<file path="config.mk">
export PLATFORM = sky130hd
export DESIGN_NAME = input_cmd_decoder_flat
export DESIGN_NICKNAME = d
export VERILOG_FILES = /design/src/rtl/input_cmd_decoder_pkg.sv /design/src/rtl/input_cmd_decoder_if.sv /design/src/rtl/input_bcd_acc.sv /design/src/rtl/input_cmd_decoder.sv /design/src/flat_wrapper.sv
export SDC_FILE = /design/constraint.sdc
export NUM_CORES = 1
export LEC_CHECK = 0
export ABC_CLOCK_PERIOD_IN_PS = 3300
export CORE_MARGIN = 5
export CORE_UTILIZATION = 40
export CTS_BUF_LIST = sky130_fd_sc_hd__clkbuf_16
export DETAILED_ROUTE_END_ITERATION = 7
export DONT_BUFFER_PORTS = 1
export PLACE_DENSITY = 0.61
export SKIP_CTS_REPAIR_TIMING = 1
export SYNTH_ARGS = -nofsm -noshare
export SYNTH_HDL_FRONTEND = slang
export SYNTH_HIERARCHICAL = 1
export SYNTH_SLANG_ARGS = --single-unit
</file>
<file path="constraint.sdc">
create_clock -name clk -period 3.3 [get_ports clk]
set_input_delay 0.66 -clock clk [delete_from_list [all_inputs] [get_ports clk]]
set_output_delay 0.66 -clock clk [all_outputs]
set_load 0.02 [all_outputs]
</file>
<file path="src/rtl/input_cmd_decoder_pkg.sv">
// Shared keypad command codes, operator codes and decoder state encoding.
// Consumers of out_op decode it from the OP_* constants here.
package input_cmd_decoder_pkg;

    localparam int IC_N = 5;

    // NUMd = 1_0ddd(d), OPxx = 0_1ooo (low bits equal the OP_* code), CTOK = 0_0001.
    localparam logic [IC_N-1:0] IC_NONE = 5'h00;
    localparam logic [IC_N-1:0] IC_CTOK = 5'h01;
    localparam logic [IC_N-1:0] IC_OPAD = 5'h08;
    localparam logic [IC_N-1:0] IC_OPSB = 5'h09;
    localparam logic [IC_N-1:0] IC_OPAN = 5'h0A;
    localparam logic [IC_N-1:0] IC_OPOR = 5'h0B;
    localparam logic [IC_N-1:0] IC_OPLS = 5'h0C;
    localparam logic [IC_N-1:0] IC_NUM0 = 5'h10;
    localparam logic [IC_N-1:0] IC_NUM1 = 5'h11;
    localparam logic [IC_N-1:0] IC_NUM2 = 5'h12;
    localparam logic [IC_N-1:0] IC_NUM3 = 5'h13;
    localparam logic [IC_N-1:0] IC_NUM4 = 5'h14;
    localparam logic [IC_N-1:0] IC_NUM5 = 5'h15;
    localparam logic [IC_N-1:0] IC_NUM6 = 5'h16;
    localparam logic [IC_N-1:0] IC_NUM7 = 5'h17;
    localparam logic [IC_N-1:0] IC_NUM8 = 5'h18;
    localparam logic [IC_N-1:0] IC_NUM9 = 5'h19;

    localparam logic [2:0] OP_ADD = 3'd0;
    localparam logic [2:0] OP_SUB = 3'd1;
    localparam logic [2:0] OP_AND = 3'd2;
    localparam logic [2:0] OP_OR  = 3'd3;
    localparam logic [2:0] OP_LS  = 3'd4;

    typedef enum logic [1:0] {
        S_A   = 2'd0,
        S_B   = 2'd1,
        S_OUT = 2'd2
    } state_e;

    function automatic logic ic_is_num(input logic [IC_N-1:0] c);
        return c[4] && (c[3:0] <= 4'd9);
    endfunction

    function automatic logic ic_is_op(input logic [IC_N-1:0] c);
        return (c[4:3] == 2'b01) && (c[2:0] <= OP_LS);
    endfunction

endpackage

</file>
<file path="src/rtl/input_cmd_decoder_if.sv">
// Command input and request/display outputs of the keypad command decoder.
// master = decoder side, slave = keypad encoder / datapath side.
interface input_cmd_decoder_if #(
    parameter int unsigned W = 16
) ();
    import input_cmd_decoder_pkg::*;

    logic [IC_N-1:0] cmd;
    logic            out_valid;
    logic            out_ready;
    logic [W-1:0]    out_a;
    logic [W-1:0]    out_b;
    logic [2:0]      out_op;
    logic [W-1:0]    disp_val;
    logic            entering_b;
    logic            ovf;

    modport master (
        input  cmd, out_ready,
        output out_valid, out_a, out_b, out_op, disp_val, entering_b, ovf
    );

    modport slave (
        output cmd, out_ready,
        input  out_valid, out_a, out_b, out_op, disp_val, entering_b, ovf
    );

endinterface

</file>
<file path="src/rtl/input_bcd_acc.sv">
// Decimal operand accumulator: acc = acc*10 + d with digit-count and range limits.
// A rejected digit leaves acc untouched and raises o_ovf for one cycle.
module input_bcd_acc #(
    parameter int unsigned W          = 16,
    parameter int unsigned MAX_DIGITS = 5,
    parameter int unsigned NDW        = $clog2(MAX_DIGITS + 1)
) (
    input  logic           clk,
    input  logic           rst_n,
    input  logic           i_clr,
    input  logic           i_digit_en,
    input  logic [3:0]     i_digit,
    output logic [W-1:0]   o_acc,
    output logic [NDW-1:0] o_ndig,
    output logic           o_ovf
);

    logic [W-1:0]   r_acc;
    logic [NDW-1:0] r_ndig;
    logic           r_ovf;

    logic [W+3:0] w_acc_ext;
    logic [W+3:0] w_nxt;
    logic         w_reject;
    logic         w_lead_zero;

    assign w_acc_ext   = {4'b0000, r_acc};
    assign w_nxt       = (w_acc_ext << 3) + (w_acc_ext << 1) + {{W{1'b0}}, i_digit};
    assign w_reject    = (r_ndig == NDW'(MAX_DIGITS)) || (w_nxt[W+3:W] != 4'd0);
    assign w_lead_zero = (r_acc == '0) && (i_digit == 4'd0);

    always_ff @(posedge clk or negedge rst_n) begin
        if (!rst_n) begin
            r_acc  <= '0;
            r_ndig <= '0;
            r_ovf  <= 1'b0;
        end else begin
            r_ovf <= 1'b0;
            if (i_clr) begin
                r_acc  <= '0;
                r_ndig <= '0;
            end else if (i_digit_en) begin
                if (w_reject) begin
                    r_ovf <= 1'b1;
                end else begin
                    r_acc <= w_nxt[W-1:0];
                    // Leading zeros do not use up the digit budget.
                    if (!w_lead_zero) begin
                        r_ndig <= r_ndig + NDW'(1);
                    end
                end
            end
        end
    end

    assign o_acc  = r_acc;
    assign o_ndig = r_ndig;
    assign o_ovf  = r_ovf;

endmodule

</file>
<file path="src/rtl/input_cmd_decoder.sv">
// Keypad command decoder: builds an (A op B) request from digit/operator/CTOK codes
// and hands it to the datapath over a valid/ready handshake.
module input_cmd_decoder
    import input_cmd_decoder_pkg::*;
#(
    parameter int unsigned W          = 16,
    parameter int unsigned MAX_DIGITS = 5
) (
    input logic                 clk,
    input logic                 rst_n,
    input_cmd_decoder_if.master bus
);

    localparam int unsigned NDW = $clog2(MAX_DIGITS + 1);

    state_e       r_state;
    state_e       w_state_nxt;
    logic [W-1:0] r_out_a;
    logic [W-1:0] w_out_a_nxt;
    logic [W-1:0] r_out_b;
    logic [W-1:0] w_out_b_nxt;
    logic [2:0]   r_out_op;
    logic [2:0]   w_out_op_nxt;
    logic         r_out_valid;
    logic         w_out_valid_nxt;

    logic           w_is_num;
    logic           w_is_op;
    logic           w_is_ok;
    logic           w_clr;
    logic           w_digit_en;
    logic [W-1:0]   w_acc;
    logic [NDW-1:0] w_ndig;
    logic           w_ovf;

    assign w_is_num = ic_is_num(bus.cmd);
    assign w_is_op  = ic_is_op(bus.cmd);
    assign w_is_ok  = (bus.cmd == IC_CTOK);

    input_bcd_acc #(
        .W          (W),
        .MAX_DIGITS (MAX_DIGITS),
        .NDW        (NDW)
    ) u_acc (
        .clk        (clk),
        .rst_n      (rst_n),
        .i_clr      (w_clr),
        .i_digit_en (w_digit_en),
        .i_digit    (bus.cmd[3:0]),
        .o_acc      (w_acc),
        .o_ndig     (w_ndig),
        .o_ovf      (w_ovf)
    );

    always_ff @(posedge clk or negedge rst_n) begin
        if (!rst_n) begin
            r_state     <= S_A;
            r_out_a     <= '0;
            r_out_b     <= '0;
            r_out_op    <= OP_ADD;
            r_out_valid <= 1'b0;
        end else begin
            r_state     <= w_state_nxt;
            r_out_a     <= w_out_a_nxt;
            r_out_b     <= w_out_b_nxt;
            r_out_op    <= w_out_op_nxt;
            r_out_valid <= w_out_valid_nxt;
        end
    end

    always_comb begin
        w_state_nxt     = r_state;
        w_out_a_nxt     = r_out_a;
        w_out_b_nxt     = r_out_b;
        w_out_op_nxt    = r_out_op;
        w_out_valid_nxt = r_out_valid;
        w_clr           = 1'b0;
        w_digit_en      = 1'b0;
        unique case (r_state)
            S_A: begin
                w_digit_en = w_is_num;
                if (w_is_op) begin
                    w_out_a_nxt  = w_acc;
                    w_out_op_nxt = bus.cmd[2:0];
                    w_clr        = 1'b1;
                    w_state_nxt  = S_B;
                end
            end
            S_B: begin
                w_digit_en = w_is_num;
                // The operator may still be changed until B's first significant digit.
                if (w_is_op && (w_ndig == '0)) begin
                    w_out_op_nxt = bus.cmd[2:0];
                end
                if (w_is_ok) begin
                    w_out_b_nxt     = w_acc;
                    w_out_valid_nxt = 1'b1;
                    w_state_nxt     = S_OUT;
                end
            end
            S_OUT: begin
                if (r_out_valid && bus.out_ready) begin
                    w_out_valid_nxt = 1'b0;
                    w_clr           = 1'b1;
                    w_state_nxt     = S_A;
                end
            end
            default: begin
                w_state_nxt = S_A;
            end
        endcase
    end

    assign bus.out_valid  = r_out_valid;
    assign bus.out_a      = r_out_a;
    assign bus.out_b      = r_out_b;
    assign bus.out_op     = r_out_op;
    assign bus.disp_val   = w_acc;
    assign bus.entering_b = (r_state == S_B);
    assign bus.ovf        = w_ovf;

endmodule

</file>
<file path="src/flat_wrapper.sv">
// flat-port wrapper written by rule: the top's interface ports become plain ports
module input_cmd_decoder_flat import input_cmd_decoder_pkg::*;
#(
    parameter int unsigned W          = 16,
    parameter int unsigned MAX_DIGITS = 5
)
  (clk, rst_n, bus_cmd, bus_out_ready, bus_out_valid, bus_out_a, bus_out_b, bus_out_op, bus_disp_val, bus_entering_b, bus_ovf);
  input_cmd_decoder_if #(.W(W)) bus_i ();
  input logic clk;
  input logic rst_n;
  input wire logic [$bits(bus_i.cmd)-1:0] bus_cmd;
  input wire logic [$bits(bus_i.out_ready)-1:0] bus_out_ready;
  output wire logic [$bits(bus_i.out_valid)-1:0] bus_out_valid;
  output wire logic [$bits(bus_i.out_a)-1:0] bus_out_a;
  output wire logic [$bits(bus_i.out_b)-1:0] bus_out_b;
  output wire logic [$bits(bus_i.out_op)-1:0] bus_out_op;
  output wire logic [$bits(bus_i.disp_val)-1:0] bus_disp_val;
  output wire logic [$bits(bus_i.entering_b)-1:0] bus_entering_b;
  output wire logic [$bits(bus_i.ovf)-1:0] bus_ovf;
  assign bus_i.cmd = bus_cmd;
  assign bus_i.out_ready = bus_out_ready;
  assign bus_out_valid = bus_i.out_valid;
  assign bus_out_a = bus_i.out_a;
  assign bus_out_b = bus_i.out_b;
  assign bus_out_op = bus_i.out_op;
  assign bus_disp_val = bus_i.disp_val;
  assign bus_entering_b = bus_i.entering_b;
  assign bus_ovf = bus_i.ovf;
  input_cmd_decoder #(.W(W), .MAX_DIGITS(MAX_DIGITS)) u_core (.clk(clk), .rst_n(rst_n), .bus(bus_i));
endmodule
</file>
* Word-level counts from Yosys, hierarchy flattened
Index checks and enable logic that the tools add are counted.
** Storage, ports and cells
- Word-level logic and storage cells :: 70
- Input port bits :: 8
- Output and inout port bits :: 54
- Bits in registers :: 58
** Cells by class
- Order comparisons :: 2
- Reductions and logical operators :: 22
- Multiplexer cells :: 24
- Add/subtract/negate cells :: 3
- Eq/ne operators :: 11
** Operator list (number)
- 2-to-1 mux 16 bit :: 3
- adder 19 x 17 -> 20 bit :: 1
- adder 20 x 4 -> 20 bit :: 1
- 2-to-1 mux 3 bit :: 6
- logical NOT 16 bit :: 1
- AND reduction 3 bit :: 4
- 2-to-1 mux 1 bit :: 8
- != test 2 x 1 -> 1 bit (second input constant) :: 4
- 2-to-1 mux 2 bit :: 3
- case mux 2 bit (3 select lines) :: 1
- case mux 3 bit (2 select lines) :: 1
- AND reduction 2 bit :: 3
- nonzero test 2 bit :: 3
- equality test 5 x 1 -> 1 bit (second input constant) :: 1
- logical AND 1 bit :: 5
- equality test 2 x 1 -> 1 bit (second input constant) :: 2
- <= comparator 4 bit (second input constant) :: 1
- logical NOT 4 bit :: 1
- != test 2 bit (second input constant) :: 2
- case mux 1 bit (2 select lines) :: 2
- nonzero test 4 bit :: 1
- adder 3 x 1 -> 3 bit (second input constant) :: 1
- equality test 3 bit (second input constant) :: 1
- <= comparator 3 bit (second input constant) :: 1
- 5 further kinds :: 5

* Depth between registers and ports, before layout
- Depth after elaboration :: 7
- Depth in mapped cells :: 14
- Gate-level depth less buffers :: 12

* Modules after synthesis
Netlist, hierarchy kept.
** By module, submodules not included
- input_bcd_acc :: instances 1, cells an instance 240, area each 2028.2 um2
- input_cmd_decoder :: instances 1, cells an instance 96, area each 1547.7 um2

* Worst setup path before layout
Ideal clock, no wire load.
- Kind :: in2reg
- From :: input bus_cmd[3]
- To :: register u_core.u_acc.r_ndig[2] (netlist: u_core/u_acc/o_ndig[2])
- Cell stages on the path :: 13
- Required time :: 3.173 ns
- Arrival :: 3.401 ns
- Buffers on the path :: 1
- Library setup time :: 0.127 ns
- Slack :: -0.228 ns
- Cells stage by stage :: inv_1 -> fa_1 -> inv_1 -> ha_1 -> a211oi_2 -> o211ai_1 -> a211oi_2 -> o21bai_1 -> a311o_1 -> and4_1 -> buf_6 -> nand4b_1 -> mux2_1
** On the way
- Longest elaborated chain between the ends :: 6
** Ends and longest elaborated chain
- start: declaration :: RTL line flat_wrapper.sv:11 : input wire logic [$bits(bus_i.cmd)-1:0] bus_cmd;
- parallel branches: the longest is 6 deep, another holds adder 20 x 4 -> 20 bit
- end signal: assignment :: RTL line input_bcd_acc.sv:49 : r_ndig <= r_ndig + NDW'(1);
- end: declaration :: RTL line input_bcd_acc.sv:19 : logic [NDW-1:0] r_ndig;
Parallel ways; which one is timed is not known.
A chain may end at the register's enable or synchronous reset.

* Worst setup path after layout
- From :: register u_core.u_acc.r_acc[0] (netlist: u_core/u_acc/o_acc[0])
- To :: register u_core.u_acc.r_ndig[2] (netlist: u_core/u_acc/o_ndig[2])
** On the way
- Longest elaborated chain between the ends :: 6
** Ends and longest elaborated chain
- start: declaration :: RTL line input_bcd_acc.sv:18 : logic [W-1:0] r_acc;
- start signal: assignment :: RTL line input_bcd_acc.sv:46 : r_acc <= w_nxt[W-1:0];
- adder 19 x 17 -> 20 bit :: RTL line input_bcd_acc.sv:28 : assign w_nxt = (w_acc_ext << 3) + (w_acc_ext << 1) + {{W{1'b0}}, i_digit};
- adder 20 x 4 -> 20 bit :: RTL line input_bcd_acc.sv:28
- nonzero test 4 bit :: RTL line input_bcd_acc.sv:29 : assign w_reject = (r_ndig == NDW'(MAX_DIGITS)) || (w_nxt[W+3:W] != 4'd0);
- logical OR 1 bit :: RTL line input_bcd_acc.sv:29
- != test 2 bit (no line)
- AND reduction 3 bit (no line) (*)
Mark *: on every way between the ends. The rest lies on a longest branch, timed or not.

==> metrics.csv <==
metric,value,unit
Synth area leader,dfrtp_1,
"Async S/R FF share, synth",100,%
Leak Pwr,0.00199,uW
Final ANT Viol Nets,0,
Die Wd,105,um
clock-pin slew on the worst setup and hold paths,0.05,ns
fmax,0.318,GHz
total track usage,16.9,%
final hold violation count,0,
detailed-route wire length,9110,um
fin nets,407,
Max Slew Vio Count,0,
Rows,34,
cts bufs inserted,9,
clock skew,0.00901,ns
1st-iter DRT viols,128,
"top cells by count, synth","dfrtp_1, a21oi_1, ha_1",
drt first pass iters,4,
global placer's final weighted congestion,0.907,
CTS tree,built,
layout cells sized above 1,28.2,%
Crit. End Element,flip-flop,
area taken by multi-input logic gates,2070,um^2
port bufs,0,
largest net degree at the start of global routing,59,
DP Area,3900,um^2
main area contributors after synthesis,"dfrtp_1, ha_1, mux2_2",
Seq. cell area,1450,um^2
fin cells,477,
floorplan core area,8720,um^2
first-pass GRT wire length,15100,um
die area,10900,um^2
Initial Util,41.0,%
sequential fraction of the synthesis area,40.6,%
hold crit path type,in2async,
Synth cell types,51,
Synth Flop Type,dfrtp_1,
status,finished clean,
n_diodes,0,
Place WS,-0.186,ns
Final Util,48.7,%
antenna violations before repair,0,
final setup margin,0.155,ns
Setup CP Type,reg2reg,
CTS root buf,clkbuf_16,
fillers,795,
Max VDD drop,0.384,mV
I/O pins,62,
drt via density,5.84,
fin crit period,3.15,ns
crit path launch type,flip-flop,
Slew @ Worst Pin,0.731,ns
Syn Nets,379,
endpoints failing setup,0,
area growth from synthesis to layout,18.9,%
Mapped Cells,336,
Die Y,105,um
Final Power,4810,uW
period utilization,95.3,%
Post-synth EDFFs,0,
Syn. warnings,6,
Synth Register Bits,58,
Mapped Area,3580,um^2
relative max-transition margin,50.8,%
final instance area,4250,um^2
Power Density,1130,nW/um^2
HPWL after DPL,6570,um
top cell type's share of synthesized area,40.6,%
Max Cap Viol,0,
Overflow after GRT,0,
DR vias,2786,
FF-to-FF Start,u_core/u_acc/o_acc[0]$_DFFE_PN0P_,
vias in the first global route,2838,
CTS H-tree depth,3,
WL/cell,19.1,um
number of instances in the placed design,459,
clock sink count,58,
Critical path origin,u_core/u_acc/o_acc[0]$_DFFE_PN0P_,
cell with the most instances after synthesis,dfrtp_1,
required time worst endpoint,3.49,ns
DR DRC count,0,
synthesized area per cell,10.6,um^2
Clock Latency Late Sink,0.32,ns
CP arrival,3.34,ns
unrepaired setup endpoints after global routing,yes,
Critical Path Fanout Max,4,
CTS Buffer Depth,2,
## cells by family after synthesis
family | after synthesis | share of synthesized area, %
and+or+nand+nor | 86 | 13.7
AOI/OAI and AO/OA | 84 | 14.6
DFF | 58 | 40.6
muxes | 37 | 12.5
adders and majority gates | 35 | 12.7
buffers and inverters | 26 | 3.57
xor gates and xnor gates | 10 | 2.45
## final timing paths
path	end	slack [ns]	cells after the start
min in group clk	u_core/bus.out_op[2]$_DFFE_PN0P_	0.49	1
max in group asynchronous	u_core/u_acc/o_acc[6]$_DFFE_PN0P_	3.15	0
min reg2reg	u_core/u_acc/o_ndig[1]$_DFFE_PN0P_	0.55	2
max	u_core/u_acc/o_ndig[2]$_DFFE_PN0P_	0.15	12
min	u_core/bus.out_a[1]$_DFFE_PN0P_	0.03	0
max reg2reg	u_core/u_acc/o_ndig[2]$_DFFE_PN0P_	0.15	12
## per-stage QoR
stage          setup TNS, ns  hold WS [ns]
3_5_place_dp           -2.11         0.366
6_report                   0        0.0345
5_1_grt               -0.131        0.0206
2_1_floorplan         -0.270         0.364
4_1_cts                    0        0.0214
3_3_place_gp           -1.20         0.366
## report_power, final
group	total, uW	leakage, uW	internal (uW)	switching [uW]
clock	970	0.000156	651	319
combinational	2360	0.00107	1020	1340
sequential	1480	0.000761	1000	474
total	4810	0.00199	2670	2130
## routing by layer
| layer | up-vias | wire [um] | track usage, % | part of all wire [%] |
|---|---|---|---|---|
| li1 | 1314 | - | - | - |
| met1 | 1373 | 4150 | 23.1 | 46 |
| met2 | 88 | 4320 | 26.3 | 47 |
| met3 | 11 | 518 | 4.07 | 5.7 |
| met4 | 0 | 122 | 5.92 | 1.3 |
| met5 | - | 0 | 0 | 0 |
## sequential cells by signal (all words and copies together) (netlist names)
| name | cells |
|---|---|
| u_core/bus.out_a | 16 |
| u_core/bus.out_b | 16 |
| u_core/u_acc/o_ndig | 3 |
| u_core/u_acc/o_ovf | 1 |
| u_core/bus.out_op | 3 |
| u_core/r_state | 2 |
| u_core/u_acc/o_acc | 16 |
| u_core/bus.out_valid | 1 |
## cell type report
type	instances	share of cell area, %
Clock buffer	9	5.30
Clock inverter	7	1.97
Inverter	13	1.32
Multi-Input combinational cell	252	48.7
Sequential cell	58	34.1
Tap cell	108	3.18
Timing Repair Buffer	30	5.39
## cells in the final DEF, fill, tap and decap left out, types with 5 or more instances in the layout
cell / netlist / layout
a21oi_1: 35 / 33
buf_4: 0 / 29
clkbuf_16: 0 / 9
dfrtp_1: 58 / 58
ha_1: 33 / 32
inv_1: 13 / 11
mux2_2: 27 / 27
mux2_4: 8 / 8
nand2_1: 11 / 11
nand3_1: 22 / 14
nand3_2: 0 / 8
nand4_1: 5 / 5
nor2_1: 12 / 12
nor3_1: 9 / 9
nor4_1: 7 / 7
o211ai_1: 5 / 5
o21ai_0: 23 / 22
xnor2_1: 8 / 8
## critical path: stages (launching register included)
cell	delay [ns]
dfrtp_1	0.34
inv_1	0.06
fa_2	0.57
inv_2	0.05
ha_4	0.21
a211oi_2	0.24
o211ai_1	0.17
a211oi_2	0.32
o21bai_1	0.12
a311o_1	0.33
and4_4	0.20
nand4b_1	0.09
mux2_1	0.33
(Power assumes the default switching activity.)
